### config.mk
export PLATFORM = sky130hd
export DESIGN_NAME = gpio_input_conditioner
export DESIGN_NICKNAME = d
export VERILOG_FILES = /design/src/rtl/gpio_input_conditioner.sv
export SDC_FILE = /design/constraint.sdc
export NUM_CORES = 1
export LEC_CHECK = 0
export ABC_AREA = 1
export CAP_MARGIN = 15
export CORE_UTILIZATION = 34
export DETAILED_ROUTE_END_ITERATION = 6
export PLACE_DENSITY = 0.65
export SETUP_SLACK_MARGIN = 0.02
export SKIP_CTS_REPAIR_TIMING = 1
export SLEW_MARGIN = 20
export SYNTH_ARGS = -nofsm -noshare
export SYNTH_HDL_FRONTEND = slang
export SYNTH_SLANG_ARGS = --single-unit
### constraint.sdc
create_clock -name clk -period 1.4 [get_ports clk]
set_input_delay 0.21 -clock clk [delete_from_list [all_inputs] [get_ports clk]]
set_output_delay 0.21 -clock clk [all_outputs]
set_load 0.05 [all_outputs]
### src/rtl/gpio_input_conditioner.sv
// Front-panel input conditioner: 2-flop synchroniser, prescaled sampling, per-channel
// debounce, sticky rise/fall flags with write-1-to-clear, and a change timestamp.
module gpio_input_conditioner #(
  parameter int N_CH            = 8,
  parameter int SAMPLE_DIV_LOG2 = 16,
  parameter int STABLE_COUNT    = 3,
  parameter int TS_WIDTH        = 32
) (
  input  logic                clk,
  input  logic                rst,
  input  logic [N_CH-1:0]     in_raw,
  input  logic [N_CH-1:0]     clr_mask,
  output logic [N_CH-1:0]     in_stable,
  output logic [N_CH-1:0]     rise_flag,
  output logic [N_CH-1:0]     fall_flag,
  output logic                evt_any,
  output logic                sample_tick,
  output logic [TS_WIDTH-1:0] ts_now,
  output logic [TS_WIDTH-1:0] ts_last
);

  localparam int CW = $clog2(STABLE_COUNT + 1);
  localparam logic [CW-1:0] CNT_LAST = CW'(STABLE_COUNT - 1);

  logic [N_CH-1:0]            sync1;
  logic [N_CH-1:0]            in_sync;
  logic [SAMPLE_DIV_LOG2-1:0] presc;
  logic [CW-1:0]              cnt      [N_CH];
  logic [CW-1:0]              cnt_next [N_CH];
  logic [N_CH-1:0]            stable_next;
  logic [N_CH-1:0]            change;

  // Debounce decisions are taken only in the cycle where sample_tick is high.
  always_comb begin
    stable_next = in_stable;
    change      = '0;
    for (int i = 0; i < N_CH; i++) begin
      cnt_next[i] = cnt[i];
      if (sample_tick) begin
        if (in_sync[i] == in_stable[i]) begin
          cnt_next[i] = '0;
        end else if (cnt[i] == CNT_LAST) begin
          stable_next[i] = in_sync[i];
          change[i]      = 1'b1;
          cnt_next[i]    = '0;
        end else begin
          cnt_next[i] = cnt[i] + 1'b1;
        end
      end
    end
  end

  always_ff @(posedge clk) begin
    if (rst) begin
      sync1       <= '0;
      in_sync     <= '0;
      presc       <= '0;
      sample_tick <= 1'b0;
      in_stable   <= '0;
      rise_flag   <= '0;
      fall_flag   <= '0;
      ts_now      <= '0;
      ts_last     <= '0;
      for (int i = 0; i < N_CH; i++) cnt[i] <= '0;
    end else begin
      sync1       <= in_raw;
      in_sync     <= sync1;
      presc       <= presc + 1'b1;
      sample_tick <= &presc;
      in_stable   <= stable_next;
      ts_now      <= ts_now + 1'b1;
      for (int i = 0; i < N_CH; i++) cnt[i] <= cnt_next[i];
      // A new event overrides a clear landing on the same bit.
      rise_flag <= (rise_flag & ~clr_mask) | (change & in_sync);
      fall_flag <= (fall_flag & ~clr_mask) | (change & ~in_sync);
      if (|change) ts_last <= ts_now;
    end
  end

  assign evt_any = |(rise_flag | fall_flag);

endmodule

# Word level (Yosys, flattened, before mapping)
# Memories as Yosys holds them, arrays and structs flattened.
# Index checks and enable logic that the tools add are counted.
# Widths: inputs -> output; s select.
[totals]
regBits = 121
mem_bits_rw = 16
inputBits = 18
out_inout_bits = 90
elab_cells = 138
n_memories = 1
[op_classes]
addsub = 10
eq_ne = 16
mux = 59
n_bitwise = 25
n_reduce_logical = 11
[memory_table]
columns = ["name", "depth", "word_bits", "read_ports", "rd_clocked_by_memory_dff", "wr", "line_no", "rtl"]
rows = [
  ["cnt", 8, 2, 8, 0, 8, "28", "logic [CW-1:0] cnt [N_CH];"],
]
[ops]
columns = ["op", "count"]
rows = [
  ["$mux 2", 32],
  ["$add 32x1->32 const B", 1],
  ["$and 8x8->8", 4],
  ["$mux 1", 27],
  ["$or 8x8->8", 3],
  ["$reduce_and 3->1", 8],
  ["$add 16x1->16 const B", 1],
  ["$add 2x1->2 const B", 8],
  ["$eq 2x2->1 const B", 8],
  ["$not 8->8", 2],
  ["$reduce_and 16->1", 1],
  ["$reduce_or 8->1", 2],
  ["$eq 1x1->1", 8],
  ["$not 1->1", 8],
  ["$or 1x1->1", 8],
]

# Depth between registers and ports, before layout
# Gate-level depths: netlist (run 1).
[logic_depth]
depth_word = 6
mapped_depth = 10
mapped_depth_nobuf = 9

# Worst setup path after synthesis (run 1)
# Ideal clock, no wire load.
[synth_timing]
kind = "reg2reg"
start = "register ts_now[0]"
end = "register ts_now[30]"
setup_ns = 0.132
arrival_time_ns = 1.701
required_time_ns = 1.268
path_slack_ns = -0.433
path_stages_with_launch = 9
period_less_slack_ns = 1.833
cell_sequence = "dfxtp_1 -> ha_1 -> nand3_1 -> inv_2 -> nand3_1 -> nor2_1 -> nand2_1 -> nand2_1 -> a21oi_1"
[synth_via]
elab_chain_len = 1
[synth_lines]
columns = ["element", "line_no", "rtl"]
rows = [
  ["start, declared", "18", "output logic [TS_WIDTH-1:0] ts_now,"],
  ["start signal, assigned", "71", "ts_now <= ts_now + 1'b1;"],
  ["$add 32x1->32", "71", ""],
]
# No other way between the ends.
# A chain may end at the register's enable or synchronous reset.

# Worst setup path after layout (run 1)
[layout_timing]
start = "register fall_flag[3]"
end = "output evt_any"
[layout_via]
elab_chain_len = 2
[layout_lines]
columns = ["element", "line_no", "rtl"]
rows = [
  ["start, declared", "15", "output logic [N_CH-1:0] fall_flag,"],
  ["start signal, assigned", "75", "fall_flag <= (fall_flag & ~clr_mask) | (change & ~in_sync);"],
  ["$or 8x8->8", "80", "assign evt_any = |(rise_flag | fall_flag);"],
  ["$reduce_or 8->1", "80", ""],
  ["end, declared", "16", "output logic evt_any,"],
]
# No other way between the ends.

==> results.yml, run 1 <==
run_status:
  status: "finished, violations left"
  violations: "negative setup slack"
grt:
  grt_max_degree: 40
  overflow: 0
  grt_first_pass_wirelength_mm: 25.7
  first_global_vias: 5619
  grt_util_all_layers: 0.176
  antenna_found_initial: 0
setup_path:
  reg2reg_to: "ts_last[6]"
  path_class: "reg -> out"
  r2r_slack_ps: -160
  reg2regPathDepth: 10
  crit_start: "fall_flag[3]"
  crit_path_end: "evt_any"
  setup.worst_path.start_class: "flop"
  crit_path_max_fanout: 3
  end_kind: "output port"
  timing.rr.start: "sample_tick"
  crit_required_ps: 1190
  crit_arrival_ps: 1490
yosys:
  synth_edf_count: 0
  netlist_area_mm2: 0.00608
  synth_seq_cells: 137
  yosys.area.top_type: "dfxtp_1"
  synth_top_family_by_area: "simple AND/OR/NAND/NOR gates"
  synth-adder-area-share: 0.00412
  yosys-top-cells-count: "200 x nand2_1, 137 x dfxtp_1, 126 x inv_1"
  synth_nets: 886
  syn-mean-instance-area_um2: 7.02
  synth.top_cell.area_share: 0.451
  netlist_instances: 866
  synthSimpleGateAreaFrac: 0.310
  synthXorXnorAreaFrac: 0.00720
  yosysMostFrequentCell: "nand2_1"
  yosysWarnings: 0
  muxShareOfSynthArea: 0
  ys_async_sr_fraction: 0
  ys_seq_area_frac: 0.451
  yosys.cell_types.count: 34
  synth_compound_area_frac: 0.113
  synth_ff_type: "dfxtp_1"
  netlist_top_cells_area: "dfxtp_1 45%, nand2_1 12%, a21oi_1 8.7%"
clock_tree:
  cts_made_buffers: 17
  cts_tree: "done"
  root_buffer: "clkbuf_16"
  cts_max_level: 4
  path_clk_slew_ps: 60
  clk_latency_ps: 430
  cts.sinks: 137
  cts_buffer_depth: 2
timing:
  setup_viol: 37
  slew_headroom: 0.714
  worstMarginPinSlew_ps: 429
  slew_viol_final: 0
  hold_viol: 0
  period_minus_slack_ps: 1700
  fin_skew_ps: 6.70
  max_freq_ghz: 0.589
  setup_ws_ps: -297
  rsz0062_at_grt: "true"
  fin_crit_sh: 1.21
  final.setup.tns_ps: -4800
cells_and_area:
  drive_gt1_frac: 0.421
  final_cells: 1326
  fin_area_mm2: 0.0108
  fill_cells: 1331
  diodes: 0
  nNetsFinal: 1108
  area_delta_synth_final_pct: 77.3
die:
  start_util: 0.350
  ioPinCount: 108
  row_count: 48
  die_area_mm2: 0.0184
  die_width_um: 136
  die_y_um: 136
  core_area_mm2: 0.0174
pwr:
  power_w: 0.00852
  p_int_w: 0.00659
  p_per_area_mw_per_mm2: 791
  p_switching_w: 0.00193
  clkPwrFrac: 0.503
  p_sw_frac: 0.226
  power.leakage_nw: 4.65
  ir_drop_mv: 0.985
  p_comb_frac: 0.038
  p_seq_frac: 0.459
min_path:
  min_path_type: "in -> reg"
run:
  cap_violations: 0
placed_design:
  place_area_mm2: 0.00910
  place_hpwl_mm: 11.4
  portBuffers: 107
  dpl.cell_count: 1257
  gp_congestion: 0.839
routing:
  routed_wl_mm: 18.0
  via_per_inst: 4.74
  drcViolationCount: 0
  drt_iter0_markers: 303
  vias: 6287
  ant_nets: 0
  first_pass_iters: 4
  wl_per_cell_um: 13.6
-- how the worst min path moves through the flow --
stage / slack, ps / from / end / cells past startpoint
4_1_cts: 190 / rst / cnt[1][1] / 4
3_3_place_gp: 390 / sync1[6] / in_sync[6] / 2
5_1_grt: 200 / rst / cnt[1][5] / 4
3_5_place_dp: 390 / sync1[7] / in_sync[7] / 2
2_1_floorplan: 320 / in_raw[0] / sync1[0] / 2
6_report: 190 / rst / cnt[1][1] / 4
-- cells in the final DEF (no fill, tap or decap), types with 6 or more instances in the layout --
master / n
buf_12: 94
o21ai_0: 16
buf_6: 21
dfxtp_2: 23
nor2_2: 15
inv_1: 121
dfxtp_4: 34
a21oi_2: 34
nand2_2: 17
clkbuf_16: 23
nor2_4: 12
nor3_1: 6
nand3_2: 34
dfxtp_1: 80
nand3_4: 7
nand3_1: 14
clkdlybuf4s50_1: 16
a21oi_1: 72
nand4_1: 12
nand2_4: 9
clkinv_2: 6
nand2_1: 177
buf_4: 90
nor2_1: 98
o21ai_1: 6
-- kinds of logic after synthesis --
family                   count (synthesis)
AO/OA/AOI/OAI                          133
adder cells (fa/ha/maj)                  2
flip-flops                             137
AND/OR/NAND/NOR                        432
XOR/XNOR                                 5
buffers and inverters                  157
-- metal layers --
| metal | up-vias | routed length [µm] | global-route usage |
|---|---|---|---|
| met4 | 0 | 365 | 0.0618 |
| met3 | 28 | 899 | 0.0438 |
| met2 | 134 | 9390 | 0.305 |
| met5 | - | 0 | 0 |
| li1 | 3188 | - | - |
| met1 | 2937 | 7360 | 0.208 |
-- state kept, by name, indices dropped and copies added, names as in the netlist --
register and flops:
in_sync 8, fall_flag 8, rise_flag 8, sample_tick 1
cnt 16, ts_now 32, ts_last 32, in_stable 8
sync1 8, presc 16
-- worst max-delay path, cell delays in order, from the launching register on --
cell     delay, ps
dfxtp_4        360
nor4_1         360
nand4_1        160
buf_6          190
-- per-stage QoR --
step                setup WS (ps)  hold slack, ps   util
floorplan                   -59.0             317      -
global route                 -406             204  0.621
detailed placement          -78.4             392  0.524
global placement            -53.1             390  0.524
finish                       -297             188  0.621
CTS                          -390             189  0.557
-- power groups by stage --
stage	Sequential [W]	Combinational (W)	Clock (W)
after floorplan	0.00402	0.000127	0
after global placement	0.00400	0.000306	0
after detailed placement	0.00400	0.000309	0
after CTS	0.00391	0.000312	0.00434
after global routing	0.00391	0.000354	0.00456
final	0.00391	0.000325	0.00429
-- area by class of cell --
| type | instances | area, µm² | area share |
|---|---|---|---|
| multi-input combinational | 573 | 3400 | 0.316 |
| tap | 225 | 282 | 0.0261 |
| sequential | 137 | 2900 | 0.269 |
| clock inverter | 13 | 101 | 0.00940 |
| clock buffer | 19 | 464 | 0.0431 |
| inverter | 128 | 494 | 0.0459 |
| timing repair buffer | 231 | 3130 | 0.291 |
Note: power is estimated with default switching activity, not from simulation.
==> run 2: changes to the inputs <==
Settings changed: CAP_MARGIN 15 to 20.
==> results of run 2 <==
No change in the layout: final DEF, timing and power equal those of run 1.
